==> src/rtl/miner_nonce_dispatch_if.sv <==
// Host-side bundle for miner_nonce_dispatch: issue control, hasher nonce/result
// traffic and the golden-nonce readout. master = host/hasher side, slave = dispatcher.
interface miner_nonce_dispatch_if #(
  parameter int LOOP_LOG2 = 1,
  parameter int NUM_LANES = 2
);
  localparam int CW = (LOOP_LOG2 > 0) ? LOOP_LOG2 : 1;

  logic                      start;
  logic                      halt;
  logic [31:0]               nonce_base;
  logic [32*NUM_LANES-1:0]   nonce_out;
  logic                      nonce_valid;
  logic [CW-1:0]             cnt_out;
  logic                      feedback;
  logic                      hash_valid;
  logic [32*NUM_LANES-1:0]   hash_h7;
  logic [31:0]               gn_data;
  logic                      gn_valid;
  logic                      gn_ready;
  logic [7:0]                gn_dropped;
  logic                      tag_error;
  logic                      exhausted;
  logic                      busy;

  modport master (
    output start, halt, nonce_base, hash_valid, hash_h7, gn_ready,
    input  nonce_out, nonce_valid, cnt_out, feedback, gn_data, gn_valid,
           gn_dropped, tag_error, exhausted, busy
  );

  modport slave (
    input  start, halt, nonce_base, hash_valid, hash_h7, gn_ready,
    output nonce_out, nonce_valid, cnt_out, feedback, gn_data, gn_valid,
           gn_dropped, tag_error, exhausted, busy
  );
endinterface

==> src/rtl/miner_nonce_dispatch.sv <==
// Nonce batch dispatcher with in-order batch tagging and golden-nonce FIFO.
// Optional MINER_HASH_COUNT_EN adds a 48-bit count of lane hashes checked.
module miner_nonce_dispatch #(
  parameter int          LOOP_LOG2      = 1,
  parameter int          NUM_LANES      = 2,
  parameter int          TAG_DEPTH_LOG2 = 3,
  parameter int          GN_DEPTH_LOG2  = 2,
  parameter logic [31:0] GOLDEN_H7      = 32'ha41f32e7
) (
  input  logic                  hash_clk,
  input  logic                  reset,
`ifdef MINER_HASH_COUNT_EN
  output logic [47:0]           hash_count,
`endif
  miner_nonce_dispatch_if.slave bus
);
  localparam int CW = (LOOP_LOG2 > 0) ? LOOP_LOG2 : 1;
  localparam int TD = 1 << TAG_DEPTH_LOG2;
  localparam int GD = 1 << GN_DEPTH_LOG2;

  typedef enum logic [1:0] {IDLE, RUN, PAUSE} state_t;
  state_t state, state_nxt;

  logic [CW-1:0]             cnt;
  logic [31:0]               base;
  logic [32:0]               base_sum;
  logic [32*NUM_LANES-1:0]   nonce_p1;
  logic                      vld_p1;
  logic [31:0]               tag_mem [TD];
  logic [TAG_DEPTH_LOG2:0]   tag_wr, tag_rd;
  logic [31:0]               gn_mem [GD];
  logic [GN_DEPTH_LOG2:0]    gn_wr, gn_rd;
  logic                      tag_err_r, exh_r;
  logic [7:0]                dropped;

  logic                      tag_empty, tag_full, gn_empty, gn_full;
  logic                      issue, pop, gn_push, gn_pop, any_match;
  logic [7:0]                n_match, drop_cnt;
  logic [31:0]               low_off, tag_head;

  function automatic logic [7:0] sat_add8(input logic [7:0] a, input logic [7:0] b);
    logic [8:0] s;
    s = {1'b0, a} + {1'b0, b};
    return s[8] ? 8'hff : s[7:0];
  endfunction

  assign tag_empty = (tag_wr == tag_rd);
  assign tag_full  = (tag_wr[TAG_DEPTH_LOG2] != tag_rd[TAG_DEPTH_LOG2]) &&
                     (tag_wr[TAG_DEPTH_LOG2-1:0] == tag_rd[TAG_DEPTH_LOG2-1:0]);
  assign gn_empty  = (gn_wr == gn_rd);
  assign gn_full   = (gn_wr[GN_DEPTH_LOG2] != gn_rd[GN_DEPTH_LOG2]) &&
                     (gn_wr[GN_DEPTH_LOG2-1:0] == gn_rd[GN_DEPTH_LOG2-1:0]);

  assign issue    = (state == RUN) && (cnt == '0) && !bus.halt && !tag_full;
  assign base_sum = {1'b0, base} + 33'(NUM_LANES);
  assign pop      = bus.hash_valid && !tag_empty;
  assign gn_pop   = !gn_empty && bus.gn_ready;
  assign tag_head = tag_mem[tag_rd[TAG_DEPTH_LOG2-1:0]];

  always_comb begin
    state_nxt = state;
    unique case (state)
      IDLE:    if (bus.start) state_nxt = RUN;
      RUN:     if (issue && base_sum[32]) state_nxt = IDLE;
               else if (bus.halt && cnt == '0) state_nxt = PAUSE;
      PAUSE:   if (!bus.halt) state_nxt = RUN;
      default: state_nxt = IDLE;
    endcase
  end

  // Result stage: lowest matching lane wins, every other match is a loss
  always_comb begin
    any_match = 1'b0;
    low_off   = '0;
    n_match   = '0;
    for (int k = NUM_LANES - 1; k >= 0; k--) begin
      if (bus.hash_h7[32*k +: 32] == GOLDEN_H7) begin
        any_match = 1'b1;
        low_off   = 32'(k);
        n_match   = n_match + 8'd1;
      end
    end
    drop_cnt = '0;
    if (pop && any_match) drop_cnt = n_match - 8'd1 + (gn_full ? 8'd1 : 8'd0);
    gn_push = pop && any_match && !gn_full;
  end

  always_ff @(posedge hash_clk) begin
    if (reset) begin
      state     <= IDLE;
      cnt       <= '0;
      base      <= '0;
      nonce_p1  <= '0;
      vld_p1    <= 1'b0;
      tag_wr    <= '0;
      tag_rd    <= '0;
      gn_wr     <= '0;
      gn_rd     <= '0;
      tag_err_r <= 1'b0;
      exh_r     <= 1'b0;
      dropped   <= '0;
    end else begin
      state  <= state_nxt;
      vld_p1 <= issue;
      if (state == IDLE && bus.start) base <= bus.nonce_base;
      else if (issue)                 base <= base_sum[31:0];
      if (LOOP_LOG2 == 0)             cnt <= '0;
      else if (issue || cnt != '0)    cnt <= cnt + CW'(1);
      if (issue) begin
        for (int k = 0; k < NUM_LANES; k++) nonce_p1[32*k +: 32] <= base + 32'(k);
        tag_wr <= tag_wr + 1'b1;
      end
      if (issue && base_sum[32])         exh_r     <= 1'b1;
      if (pop)                           tag_rd    <= tag_rd + 1'b1;
      if (bus.hash_valid && tag_empty)   tag_err_r <= 1'b1;
      if (gn_push)                       gn_wr     <= gn_wr + 1'b1;
      if (gn_pop)                        gn_rd     <= gn_rd + 1'b1;
      dropped <= sat_add8(dropped, drop_cnt);
    end
  end

  always_ff @(posedge hash_clk) begin
    if (issue)   tag_mem[tag_wr[TAG_DEPTH_LOG2-1:0]] <= base;
    if (gn_push) gn_mem[gn_wr[GN_DEPTH_LOG2-1:0]]    <= tag_head + low_off;
  end

`ifdef MINER_HASH_COUNT_EN
  always_ff @(posedge hash_clk) begin
    if (reset)    hash_count <= '0;
    else if (pop) hash_count <= hash_count + 48'(NUM_LANES);
  end
`endif

  assign bus.nonce_out   = nonce_p1;
  assign bus.nonce_valid = vld_p1;
  assign bus.cnt_out     = cnt;
  assign bus.feedback    = (cnt != '0);
  assign bus.gn_valid    = !gn_empty;
  assign bus.gn_data     = gn_empty ? 32'h0 : gn_mem[gn_rd[GN_DEPTH_LOG2-1:0]];
  assign bus.gn_dropped  = dropped;
  assign bus.tag_error   = tag_err_r;
  assign bus.exhausted   = exh_r;
  assign bus.busy        = (state != IDLE) || !tag_empty;
endmodule
==> src/flat_wrapper.sv <==
// flat-port wrapper written by rule: the top's interface ports become plain ports
module miner_nonce_dispatch_flat 
#(
  parameter int          LOOP_LOG2      = 1,
  parameter int          NUM_LANES      = 2,
  parameter int          TAG_DEPTH_LOG2 = 3,
  parameter int          GN_DEPTH_LOG2  = 2,
  parameter logic [31:0] GOLDEN_H7      = 32'ha41f32e7
)
  (hash_clk, reset, bus_start, bus_halt, bus_nonce_base, bus_hash_valid, bus_hash_h7, bus_gn_ready, bus_nonce_out, bus_nonce_valid, bus_cnt_out, bus_feedback, bus_gn_data, bus_gn_valid, bus_gn_dropped, bus_tag_error, bus_exhausted, bus_busy);
  miner_nonce_dispatch_if #(.LOOP_LOG2(LOOP_LOG2), .NUM_LANES(NUM_LANES)) bus_i ();
  input  logic hash_clk;
  input  logic reset;
  input wire logic [$bits(bus_i.start)-1:0] bus_start;
  input wire logic [$bits(bus_i.halt)-1:0] bus_halt;
  input wire logic [$bits(bus_i.nonce_base)-1:0] bus_nonce_base;
  input wire logic [$bits(bus_i.hash_valid)-1:0] bus_hash_valid;
  input wire logic [$bits(bus_i.hash_h7)-1:0] bus_hash_h7;
  input wire logic [$bits(bus_i.gn_ready)-1:0] bus_gn_ready;
  output wire logic [$bits(bus_i.nonce_out)-1:0] bus_nonce_out;
  output wire logic [$bits(bus_i.nonce_valid)-1:0] bus_nonce_valid;
  output wire logic [$bits(bus_i.cnt_out)-1:0] bus_cnt_out;
  output wire logic [$bits(bus_i.feedback)-1:0] bus_feedback;
  output wire logic [$bits(bus_i.gn_data)-1:0] bus_gn_data;
  output wire logic [$bits(bus_i.gn_valid)-1:0] bus_gn_valid;
  output wire logic [$bits(bus_i.gn_dropped)-1:0] bus_gn_dropped;
  output wire logic [$bits(bus_i.tag_error)-1:0] bus_tag_error;
  output wire logic [$bits(bus_i.exhausted)-1:0] bus_exhausted;
  output wire logic [$bits(bus_i.busy)-1:0] bus_busy;
  assign bus_i.start = bus_start;
  assign bus_i.halt = bus_halt;
  assign bus_i.nonce_base = bus_nonce_base;
  assign bus_i.hash_valid = bus_hash_valid;
  assign bus_i.hash_h7 = bus_hash_h7;
  assign bus_i.gn_ready = bus_gn_ready;
  assign bus_nonce_out = bus_i.nonce_out;
  assign bus_nonce_valid = bus_i.nonce_valid;
  assign bus_cnt_out = bus_i.cnt_out;
  assign bus_feedback = bus_i.feedback;
  assign bus_gn_data = bus_i.gn_data;
  assign bus_gn_valid = bus_i.gn_valid;
  assign bus_gn_dropped = bus_i.gn_dropped;
  assign bus_tag_error = bus_i.tag_error;
  assign bus_exhausted = bus_i.exhausted;
  assign bus_busy = bus_i.busy;
  miner_nonce_dispatch #(.LOOP_LOG2(LOOP_LOG2), .NUM_LANES(NUM_LANES), .TAG_DEPTH_LOG2(TAG_DEPTH_LOG2), .GN_DEPTH_LOG2(GN_DEPTH_LOG2), .GOLDEN_H7(GOLDEN_H7)) u_core (.hash_clk(hash_clk), .reset(reset), .bus(bus_i));
endmodule
==> config.mk <==
export PLATFORM = sky130hd
export DESIGN_NAME = miner_nonce_dispatch_flat
export DESIGN_NICKNAME = d
export VERILOG_FILES = /design/src/rtl/miner_nonce_dispatch_if.sv /design/src/rtl/miner_nonce_dispatch.sv /design/src/flat_wrapper.sv
export SDC_FILE = /design/constraint.sdc
export NUM_CORES = 1
export LEC_CHECK = 0
export CORE_AREA = 2 2 211 213
export CTS_CLUSTER_SIZE = 20
export DETAILED_ROUTE_END_ITERATION = 12
export DIE_AREA = 0 0 213 215
export HOLD_SLACK_MARGIN = 0.06
export PLACE_DENSITY = 0.8
export REMOVE_ABC_BUFFERS = 1
export SYNTH_ARGS = -nofsm -noshare
export SYNTH_HDL_FRONTEND = slang
export SYNTH_SLANG_ARGS = --single-unit
==> constraint.sdc <==
create_clock -name hash_clk -period 11.6 [get_ports hash_clk]
set_clock_uncertainty 0.05 [all_clocks]
set_input_delay 2.32 -clock hash_clk [delete_from_list [all_inputs] [get_ports hash_clk]]
set_output_delay 2.32 -clock hash_clk [all_outputs]
set_load 0.01 [all_outputs]
* After elaboration in Yosys (flattened, before gate mapping)
Memory sizes are Yosys's and may differ from the RTL's. A register that Yosys moved wholly into a read port is not among the register bits. Cells that the tools add are included.
Cells by class: muxes and demuxes 25, $add $sub $neg 12, eq/ne operators 13, bitwise gates (word level) 1, reduce and logical (&&, ||, !) cells 24
Operators with widths (count):
- 32-bit two-way mux | 3
- 32-bit == test (second input constant) | 2
- 32-bit by 2-bit adder with 33-bit output (second input constant) | 1
- 32-bit by 1-bit adder with 32-bit output | 1
- 32-bit by 1-bit adder with 32-bit output (second input constant) | 1
- 8-bit two-way mux | 3
- 1-bit logical AND | 13
- 2-bit two-way mux | 6
- 1-bit two-way mux | 10
- 8-bit by 8-bit adder with 9-bit output | 1
- 4-bit by 1-bit adder with 4-bit output (second input constant) | 2
- 8-bit adder | 1
- 8-bit by 1-bit subtractor with 8-bit output (second input constant) | 1
- 3-bit by 1-bit adder with 3-bit output (second input constant) | 2
- 3-bit == test | 2
- 3-bit two-way mux | 2
- 2-bit one-hot mux with 3 select lines | 1
- 1-bit zero test | 5
- 4-bit == test | 1
- 2-bit inequality test (second input constant) | 2
- 2-bit nonzero test | 2
- 3-bit inequality test (second input constant) | 1
- 3-bit AND reduction | 1
- 1-bit by 1-bit adder with 2-bit output (second input constant) | 1
- 8 further kinds | 10
Storage, ports and cells: memories kept 2, input port bits 102, logic and storage cells 89, memory bits (writable) 384, output and inout bits 111, bits in registers 124
Memories:
- u_core.tag_mem | depth 8, bits a word 32, read ports 1, clocked after Yosys merged registers in 1, write ports 1, RTL line miner_nonce_dispatch.sv:29 | logic [31:0] tag_mem [TD];
- u_core.gn_mem | depth 4, bits a word 32, read ports 1, clocked after Yosys merged registers in 1, write ports 1, RTL line miner_nonce_dispatch.sv:31 | logic [31:0] gn_mem [GD];

* Depth between registers and ports, before layout
Gate-level depths: netlist (run 1).
depth after elaboration 9, mapped depth 17, depth with buffers taken out 17

* Worst setup path before layout (run 1)
No wires, ideal clock.
path type input to register, start in bus_halt, end mem u_core.tag_mem[2][0], enable pin, required time 11037 ps, path slack 4437 ps, path buffers 2, stages on the path 5, setup time 513 ps, arrival time 6600 ps, cell sequence nor4b_1 -> o41ai_1 -> clkbuf_1 -> clkbuf_1 -> nor4b_1
On the way: longest elaborated chain between the ends 5
Ends and longest elaborated chain:
- start: declaration | RTL line flat_wrapper.sv:15 | input wire logic [$bits(bus_i.halt)-1:0] bus_halt;
- 1-bit zero test | RTL line miner_nonce_dispatch.sv:54 | assign issue = (state == RUN) && (cnt == '0) && !bus.halt && !tag_full;
- 1-bit logical AND (2 in a row) | RTL line miner_nonce_dispatch.sv:54
- 1-bit two-way mux | RTL line miner_nonce_dispatch.sv:123 | if (issue) tag_mem[tag_wr[TAG_DEPTH_LOG2-1:0]] <= base;
- 1-bit two-way mux (not written as such) | RTL line miner_nonce_dispatch.sv:123
- end: declaration | RTL line miner_nonce_dispatch.sv:29
No other way between the ends.

* Worst setup path after layout (run 1)
start in bus_hash_h7[8], end reg u_core.dropped[4] (netlist: u_core.bus.gn_dropped[4])
On the way: longest elaborated chain between the ends 7, elaborated cells on any way between the ends 9, those cells by class 3 x add/sub; 1 x eq/ne; 4 x mux; 1 x reduce/logical
Ends and longest elaborated chain:
- start: declaration | RTL line flat_wrapper.sv:18 | input wire logic [$bits(bus_i.hash_h7)-1:0] bus_hash_h7;
- 32-bit == test * | RTL line miner_nonce_dispatch.sv:77 | if (bus.hash_h7[32*k +: 32] == GOLDEN_H7) begin
- 8-bit two-way mux | RTL line miner_nonce_dispatch.sv:77
- 8-bit by 1-bit subtractor with 8-bit output | RTL line miner_nonce_dispatch.sv:84 | if (pop && any_match) drop_cnt = n_match - 8'd1 + (gn_full ? 8'd1 : 8'd0);
- 8-bit adder | RTL line miner_nonce_dispatch.sv:84
- 8-bit two-way mux * | RTL line miner_nonce_dispatch.sv:84
- 8-bit by 8-bit adder with 9-bit output * | RTL line miner_nonce_dispatch.sv:43 | s = {1'b0, a} + {1'b0, b};
- 8-bit two-way mux * | RTL line miner_nonce_dispatch.sv:44 | return s[8] ? 8'hff : s[7:0];
- end signal: assignment | RTL line miner_nonce_dispatch.sv:118 | dropped <= sat_add8(dropped, drop_cnt);
- end: declaration | RTL line miner_nonce_dispatch.sv:34 | logic [7:0] dropped;
Every way passes the cells marked *; elsewhere a longest branch is shown, timed or not. A chain may end at the register's enable or synchronous reset.

==> results of run 1 <==
-- power groups by stage --
| stage | Sequential (W) | Clock (W) | Combinational [W] |
|---|---|---|---|
| after detailed placement | 0.00212 | 0 | 0.000248 |
| after global placement | 0.00211 | 0 | 0.000240 |
| final | 0.00208 | 0.00157 | 0.000250 |
| after floorplan | 0.00210 | 0 | 0.000131 |
| after global routing | 0.00208 | 0.00166 | 0.000271 |
| after CTS | 0.00208 | 0.00159 | 0.000251 |
-- synthesized netlist by cell type, drive strengths merged (9+ instances only) --
cell type  number
edfxtp        384
nand2         143
dfxtp         129
nor2          111
mux4           93
xor2           60
a21oi          56
clkbuf         49
a211oi         47
xnor2          39
nor2b          38
buf            37
mux2i          33
ha             24
nor3           23
nand4          22
nand3          21
o21ai          17
inv            15
nor4           15
and2           11
nand4b         10
or3             9
-- per-stage QoR --
step | cells | power, W | utilization (%)
2_1_floorplan | 1382 | 0.002235 | -
3_3_place_gp | 2205 | 0.002353 | 55.44
3_5_place_dp | 2205 | 0.002364 | 55.44
4_1_cts | 2294 | 0.003922 | 59.05
5_1_grt | 2294 | 0.004016 | 59.05
6_report | 2294 | 0.003904 | 59.05
-- metal layers --
metal | share of wire (%) | up-vias | wire (µm)
li1 | - | 5953 | -
met1 | 42 | 6411 | 19690
met2 | 49 | 544 | 23330
met3 | 7.0 | 78 | 3327
met4 | 2.3 | 0 | 1074
met5 | 0 | - | 0
-- area by class of cell --
cell class	count	area (µm²)
clock buffers	59	1306
well taps	592	740.7
repair buffers	231	2262
clock inverters	30	270.3
inverters	16	60.06
fillers	3208	17870
flip-flops and latches	513	14120
multi-input cells	853	7013
-- worst max-delay path by stage --
stage / endpoint / depth (start not counted) / start / slack, ns
finish: u_core.bus.gn_dropped[4] / 17 / bus_hash_h7[8] / 5.23
floorplan: u_core.tag_mem[0][0] / 3 / u_core.tag_wr[0] / 3.07
global placement: u_core.bus.gn_dropped[0] / 16 / bus_hash_h7[40] / 4.96
global route: u_core.bus.gn_dropped[4] / 17 / bus_hash_h7[8] / 4.89
detailed placement: u_core.bus.gn_dropped[7] / 16 / bus_hash_h7[38] / 4.73
CTS: u_core.bus.gn_dropped[4] / 16 / bus_hash_h7[38] / 5.28
-- layout by cell type, fill, tap and decap left out, types with 39 or more instances in the layout --
| cell | netlist | layout |
|---|---|---|
| a211oi_1 | 46 | 46 |
| a21oi_1 | 56 | 56 |
| clkbuf_16 | 0 | 51 |
| clkdlybuf4s50_1 | 0 | 211 |
| dfxtp_1 | 129 | 124 |
| edfxtp_1 | 384 | 384 |
| mux4_2 | 79 | 79 |
| nand2_1 | 143 | 143 |
| nor2_1 | 111 | 110 |
| xnor2_1 | 39 | 39 |
| xor2_1 | 60 | 60 |
-- sequential cells by signal, summed over array words and instances (netlist names), named ones only --
register / cells
u_core.base: 32
u_core.bus.cnt_out: 1
u_core.gn_wr: 3
u_core.bus.gn_dropped: 8
u_core.tag_wr: 4
u_core.gn_mem: 128
u_core.bus.nonce_valid: 1
u_core.tag_mem: 256
u_core.gn_rd: 3
u_core.bus.nonce_out: 64
u_core.bus.exhausted: 1
u_core.tag_rd: 4
u_core.state: 2
u_core.bus.tag_error: 1
-- kinds of logic after synthesis --
logic type	after synthesis	share of synthesized area, %
xor+xnor	99	4.023
buf+inv	102	2.235
mux	130	11.70
flops	513	65.49
simple gates	442	10.23
compound gates	157	4.830
fa+ha+maj	25	1.486
-- critical path: cells and delay by family --
| family | cells | cell delay, ns |
|---|---|---|
| buffers and inverters | 2 | 0.45 |
| adders and majority gates | 4 | 0.96 |
| AOI/OAI and AO/OA | 5 | 1.22 |
| and+or+nand+nor | 6 | 1.75 |
==> reports/summary.txt, run 1 <==
Min-delay src: u_core.bus.nonce_out[2]
Minimum clock period after layout: 6.375 ns
Cells after synthesis: 1,468
HPWL after DPL: 29,300 µm
Die Area: 45,800 µm²
Number of flops mapped to enable cells by yosys: 384
# resized after CTS: 0
Net Sw Power: 0.0008533 W
Nets: 1,791
Initial DRC Count: 989
Leakage Power: 8.241 nW
Sequential Power Share: 53.3%
Vert. Die Dim: 215 µm
Proportion of netlist area held by the largest area contributor: 53.51%
CTS root buf: clkbuf_16
CTS Buffer Depth: 3
Row cnt: 77
Max-Cap Viols: 0
Top Ports: 213
# setup viols final: 0
GR met2 Demand/Resource: 34.03%
Flops & latches, synth: 513
Post-route design area: 25,770 µm²
# DRC: 0
Worst min path class: flop to flop
RSZ-0062 raised after global routing: false
Final slew viol count: 0
Hold Slack: 0.4017 ns
Setup Crit Path Kind: primary input to flop
Top_reg_cell synth: edfxtp_1
Wirelength, routed: 47,420 µm
DP Area: 24,200 µm²
Max-Slew Margin vs Limit: 24.06%
Crit start category: primary input
Initial antenna violation count: 0
Reg2reg end: u_core.gn_mem[3][30]
Critical Path, Cell by Cell: clkdlybuf4s50_1 > or4b_2 > nor4_1 > nand4_1 > ha_1 > ha_1 > ha_1 > inv_1 > nor2_1 > ha_1 > nor2b_1 > o21ai_0 > nand2b_1 > a21o_1 > a21o_1 > a31oi_1 > a21oi_1
Critical Path AT: 6.72 ns
Worst skew pair latency: 0.57 ns
Worst-margin pin slew: 1.137 ns
Drt wl/cell: 20.67 µm
Hold_buf cts: 0
Synth cell types: 68
Vias in the first global route: 13,021
Sequential element share of the synthesized area: 65.49%
Core area: 43,640 µm²
Synth top area cells: edfxtp_1, dfxtp_1, mux4_2, nand2_1, xor2_1
Outcome: finished, final reports clean
Setup ws final: 5.225 ns
Combinational share of power: 6.4%
Length in cells of the worst reg-to-reg path: 8
Max VDD drop: 0.1133 mV
CP Capture Type: flop
Initial Utilization: 49.38%
# Post-CTS Setup Buffers: 0
R2r setup slk: 7.47 ns
First-pass GRT wire length: 73,750 µm
Post-route ant nets: 0
GRT Residual Overflow: 0
Hold depth: 2
Largest net degree at the start of global routing: 90
Sw Share: 21.86%
Clk pin slew, worst setup/hold paths: 0.06 ns
Routed vias: 12,986
Yosys warns: 0
Syn Area/Cell: 14.68 µm²
Pwr/cell area: 151.5 nW/µm²
Die width: 213 µm
Ant. Diodes: 0
Cell Int Power: 0.003051 W
H-tree Lvls: 2
Most used cell, CP: ha_1
Final period utilization: 54.96%
Final setup TNS: 0 ns
Global placement routability congestion: 0.8763
M1 GR Usage: 28.65%
Critical path fanouts, max: 8
Dpl ws: 4.726 ns
Delay of the slowest critical-path stage: 0.67 ns
Sinks on Clock Net: 513
Max frequency: 0.1569 GHz
Cts bufs inserted: 49
P&R area growth vs syn: 19.59%
First drt pass iteration count: 5
Layout cell share with drive strength beyond 1: 12.10%
PortBufs: 212
Final hold violations: 0
Worst path required time: 11.95 ns
Clock power share: 40.3%
End of the worst hold path: u_core.bus.nonce_out[2]
Gr busiest metal: met2
TritonCTS clock tree: built
Via density: 5.661
Post-Syn Area: 21,550 µm²
Post-synth ARST share: 0%
Top cell type by total area after synthesis: edfxtp_1
GR Util All Layers: 20.71%
Slowest-stage cell, CP: or4b_2
Met3 usage: 3.303%
Power figures use the tool's default switching activity.
==> run 2, diff against run 1 <==
clock period = 6.3 ns   (was 11.6 ns; I/O delays follow)
==> reports/summary.txt, run 2 (same netlist as run 1, synthesis figures left out) <==
Outcome: finished, final reports clean (unchanged)
Die width: 213 µm (unchanged)
First-pass GRT wire length: 74,310 µm (was 73,750 µm)
Die Area: 45,800 µm² (unchanged)
Max VDD drop: 0.2017 mV (was 0.1133 mV)
Top Ports: 213 (unchanged)
Via density: 5.637 (was 5.661)
Nets: 1,798 (was 1,791)
# setup viols final: 0 (unchanged)
Hold Slack: 0.4081 ns (was 0.4017 ns)
# resized after CTS: 0 (unchanged)
Critical register-to-register path startpoint: u_core.tag_wr[0]
Ant. Diodes: 0 (unchanged)
Most common library cell in the layout ignoring fill and taps: edfxtp_1 (unchanged)
Delay of the slowest critical-path stage: 0.68 ns (was 0.67 ns)
CTS root buf: clkbuf_16 (unchanged)
Vias in the first global route: 13,178 (was 13,021)
Largest net degree at the start of global routing: 89 (was 90)
Pwr/cell area: 276.5 nW/µm² (was 151.5 nW/µm²)
Final period utilization: 84.84%
GRT Residual Overflow: 0 (unchanged)
Sinks on Clock Net: 513 (unchanged)
Final setup TNS: 0 ns (unchanged)
Drt wl/cell: 20.80 µm (was 20.67 µm)
Worst setup startpoint: bus_hash_h7[8] (unchanged)
Worst-margin pin slew: 1.045 ns (was 1.137 ns)
Most frequent cells in the layout: edfxtp_1, clkdlybuf4s50_1, nand2_1 (unchanged)
Clk pin slew, worst setup/hold paths: 0.06 ns (about the same)
Cell Int Power: 0.005592 W (was 0.003051 W)
Core area: 43,640 µm² (unchanged)
Initial Utilization: 49.38% (unchanged)
Minimum clock period after layout: 5.345 ns
Slowest-stage cell, CP: or4b_2 (unchanged)
First drt pass iteration count: 4 (was 5)
Layout cell share with drive strength beyond 1: 12.30% (was 12.10%)
Min-delay src: u_core.bus.nonce_out[16] (was u_core.bus.nonce_out[2])
Cts bufs inserted: 48 (was 49)
GR Util All Layers: 20.88% (was 20.71%)
Fillers: 3,174 (was 3,208)
Max-Cap Viols: 0 (unchanged)
Leakage Power: 8.262 nW (was 8.241 nW)
Clock power share: 39.8% (was 40.3%)
Multi-input logic area: 7009 µm² (was 7013 µm²)
Worst path required time: 6.66 ns (was 11.95 ns)
TritonCTS clock tree: built (unchanged)
HPWL after DPL: 30,020 µm (was 29,300 µm)
Vert. Die Dim: 215 µm (unchanged)
P&R area growth vs syn: 19.78% (was 19.59%)
Hold_buf cts: 0 (unchanged)
Net Sw Power: 0.001544 W (was 0.0008533 W)
Row cnt: 77 (unchanged)
Crit start category: primary input (unchanged)
Final slew viol count: 0 (unchanged)
# Post-CTS Setup Buffers: 0 (unchanged)
Worst min path class: flop to flop (unchanged)
Worst skew pair latency: 0.56 ns (was 0.57 ns)
Routed vias: 12,964 (was 12,986)
Wirelength, routed: 47,830 µm (was 47,420 µm)
Initial DRC Count: 1,132 (was 989)
Max FFs per register: 256 (unchanged)
DP Area: 24,260 µm² (was 24,200 µm²)
Most used cell, CP: ha_1 (unchanged)
Sequential Area: 14,120 µm² (unchanged)
Post-route design area: 25,810 µm² (was 25,770 µm²)
Max frequency: 0.1871 GHz
Global placement routability congestion: 0.9082 (was 0.8763)
Setup Crit Path Kind: primary input to flop (unchanged)
Critical Path AT: 5.70 ns (was 6.72 ns)
CTS Buffer Depth: 3 (unchanged)
CP Capture Type: flop (unchanged)
Sequential Power Share: 53.7% (was 53.3%)
H-tree Lvls: 2 (unchanged)
Critical Path, Cell by Cell: clkdlybuf4s50_1 > or4b_2 > nor4_1 > nand4_1 > ha_1 > ha_1 > ha_1 > or3_1 > inv_1 > ha_1 > a21o_1 > a21oi_1 > nor2b_1 > o21a_1 > o41ai_1 > xor2_1 > a21oi_1 (was clkdlybuf4s50_1 > or4b_2 > nor4_1 > nand4_1 > ha_1 > ha_1 > ha_1 > inv_1 > nor2_1 > ha_1 > nor2b_1 > o21ai_0 > nand2b_1 > a21o_1 > a21o_1 > a31oi_1 > a21oi_1)
Combinational share of power: 6.5% (was 6.4%)
Post-route ant nets: 0 (unchanged)
Final hold violations: 0 (unchanged)
RSZ-0062 raised after global routing: false (unchanged)
Max-Slew Margin vs Limit: 30.24% (was 24.06%)
Critical path fanouts, max: 3 (was 8)
R2r setup slk: 2.35 ns (was 7.47 ns)
# DRC: 0 (unchanged)
Post-route total power: 0.007136 W (was 0.003904 W)
Sw Share: 21.64% (was 21.86%)
Initial antenna violation count: 0 (unchanged)
PortBufs: 212 (unchanged)
==> run 2: worst paths after layout <==
| check | endpoint | cells past startpoint |
|---|---|---|
| max | u_core.bus.gn_dropped[7] | 17 |
| min reg2reg | u_core.bus.nonce_out[16] | 2 |
| max reg2reg | u_core.bus.gn_dropped[7] | 13 |
| min | u_core.bus.nonce_out[16] | 2 |
==> run 2: cell type report <==
cell class,count,share of cell area [%]
Sequential cell,513,54.70
Clock inverter,28,1.028
Timing Repair Buffer,239,9.045
Tap cell,592,2.869
Multi-Input combinational cell,853,27.15
Clock buffer,59,4.973
Inverter,16,0.2327
==> run 2: through the flow <==
stage                     cells  setup WS, ns  util [%]
after global placement     2213        0.6945     55.60
final                      2300        0.9552     59.15
after global routing       2300        0.6872     59.15
after detailed placement   2213        0.5159     55.60
after CTS                  2300         1.048     59.15
after floorplan            1382        -2.232         -
==> run 2: routing by layer <==
layer  part of all wire, %  global-route usage [%]
met5                     0                       0
met4                   2.5                   6.084
met3                   5.7                   2.893
met2                    50                   34.54
met1                    42                   28.91
==> run 2: worst max-delay path: cells and delay by family <==
kind	cells	cell delay [ns]
xor gates and xnor gates	1	0.21
and+or+nand+nor	5	1.55
buffers and inverters	2	0.49
adders and majority gates	4	1.04
AOI/OAI and AO/OA	5	1.13
==> run 2: power by group through the flow <==
stage	clock network, W	logic [W]	registers (W)
after floorplan	0	0.000241	0.00388
after global placement	0	0.000441	0.00389
after detailed placement	0	0.000457	0.00390
after CTS	0.00288	0.000462	0.00383
after global routing	0.00301	0.000499	0.00384
final	0.00284	0.000461	0.00383
==> RTL edit: new RTL, flow settings as in run 1 <==
`LOOP_LOG2` is set to 1 in 3 places; all go to 0.
--- a/src/rtl/miner_nonce_dispatch_if.sv
+++ b/src/rtl/miner_nonce_dispatch_if.sv
@@ -3,3 +3,3 @@
 interface miner_nonce_dispatch_if #(
-  parameter int LOOP_LOG2 = 1,
+  parameter int LOOP_LOG2 = 0,
   parameter int NUM_LANES = 2
--- a/src/rtl/miner_nonce_dispatch.sv
+++ b/src/rtl/miner_nonce_dispatch.sv
@@ -3,3 +3,3 @@
 module miner_nonce_dispatch #(
-  parameter int          LOOP_LOG2      = 1,
+  parameter int          LOOP_LOG2      = 0,
   parameter int          NUM_LANES      = 2,
--- a/src/flat_wrapper.sv
+++ b/src/flat_wrapper.sv
@@ -3,3 +3,3 @@
 #(
-  parameter int          LOOP_LOG2      = 1,
+  parameter int          LOOP_LOG2      = 0,
   parameter int          NUM_LANES      = 2,
Formal check against the unedited RTL: not equivalent (a bounded check fails within 4 cycles, from zero or initial values and one cycle with reset high).
==> RTL edit against run 1 <==
- cell area down 0.72%
- combinational power up 5%
- core utilization down 0.43 points
- fmax up 0.76%
- power down 2.2%
- critical path depth down 1
- sequential cell count down 1
- count of clock-buffer cells in the layout up 2
- wire length about the same
- area after synthesis down 0.31%
- first-iteration DRC count up 18%
- register-to-register slack better by 30 ps
- worst setup slack better by 48 ps
- largest cell class unchanged
==> RTL edit: results (changes against run 1) <==
filler instances=3247 (was 3208); DP Area=0.0241 mm^2 (was 0.0242 mm^2); Hold Slack=408 ps (was 402 ps); switching pwr=841 uW (was 853 uW); layout cells sized above 1=13.1% (was 12.1%); commonest cells in the netlist=edfxtp_1, dfxtp_1, nand2_1 (was edfxtp_1, nand2_1, dfxtp_1); Initial DRC Count=1169 (was 989); Post-CTS Setup Inserts=0 (unchanged); VDD IR-drop max=0.101 mV (was 0.113 mV); Net count, final=1774 (was 1791); R2R cell count=11 (was 8); Worst slew margin=35.0% (was 24.1%); Crit path arrival time=6690 ps (was 6720 ps); Most used DFF post-synth=edfxtp_1 (unchanged); status=finished clean (unchanged); total global-route track usage=21.0% (was 20.7%); DP HPWL=29.5 mm (was 29.3 mm); cell count after placement=2189 (was 2205); Reg2Reg Setup Slack=7500 ps (was 7470 ps); Routability Congestion=0.885 (was 0.876); worst slack, placed=4830 ps (was 4730 ps); Final Core Density=58.6% (was 59.1%); initial antenna violation count=0 (unchanged); Avg Cell Area, Syn=14.8 um^2 (was 14.7 um^2); Pre-antenna DRT Iters=5 (unchanged); CP Launch Point=bus_hash_h7[40] (was bus_hash_h7[8]); Hold Path Sink=u_core.bus.exhausted (was u_core.bus.nonce_out[2]); Hold Crit Class=flop to flop (unchanged); Synth area leaders=edfxtp_1, dfxtp_1, mux4_2 (unchanged); vias=12954 (was 12986); Hold Startpoint=u_core.bus.exhausted (was u_core.bus.nonce_out[2]); TritonCTS buffer count=48 (was 49); Post-Route WL=47.4 mm (about the same); largest net degree at the start of global routing=91 (was 90); post-synthesis cell type count=64 (was 68); first-pass GRT wire length=74.4 mm (was 73.8 mm); mean routed wirelength per cell=20.8 um (was 20.7 um); leakage power=8.05 nW (was 8.24 nW); sequential area share after synthesis=65.6% (was 65.5%)
==> RTL edit: power by group through the flow <==
stage	clock network [mW]	registers [mW]	logic [mW]
finish	1.48	2.08	0.263
global route	1.57	2.09	0.285
CTS	1.50	2.08	0.263
detailed placement	0	2.12	0.260
global placement	0	2.11	0.253
floorplan	0	2.11	0.145
==> RTL edit: cells by family after synthesis <==
logic type      after synthesis  synth area share [%]
compound gates              149                  4.57
xor+xnor                     93                  3.79
fa+ha+maj                    25                  1.49
buf+inv                     110                  2.43
flops                       512                  65.6
mux                         131                  12.0
other cells                   1                0.0175
simple gates                430                  10.1
==> RTL edit: tightest hold or removal path, delay by kind of cell (launching register included) <==
kind / cells / cell delay (ps)
AOI/OAI and AO/OA: 1 / 50
buffers and inverters: 1 / 50
DFF: 1 / 310
==> RTL edit: worst max path at each step <==
stage,slack [ps],cells after the start,endpoint
2_1_floorplan,3160,3,u_core.tag_mem[0][0]
3_3_place_gp,5020,16,u_core.bus.gn_dropped[6]
3_5_place_dp,4830,16,u_core.bus.gn_dropped[1]
4_1_cts,5320,16,u_core.bus.gn_dropped[3]
5_1_grt,4890,16,u_core.bus.gn_dropped[4]
6_report,5270,16,u_core.bus.gn_dropped[1]
==> RTL edit: routing by layer <==
layer	vias to the layer above	wire length, um	track usage [%]
met5	-	0	0
met4	0	1240	6.22
met2	491	23900	35.1
li1	5889	-	-
met3	94	2820	3.30
met1	6480	19500	28.3
==> RTL edit: layout make-up <==
| class | count | area (um^2) | area share [%] |
|---|---|---|---|
| multi-input cells | 830 | 6920 | 27.1 |
| flip-flops and latches | 512 | 14100 | 55.1 |
| inverters | 25 | 93.8 | 0.367 |
| well taps | 592 | 741 | 2.90 |
| clock inverters | 23 | 193 | 0.753 |
| repair buffers | 230 | 2250 | 8.79 |
| clock buffers | 61 | 1280 | 5.01 |
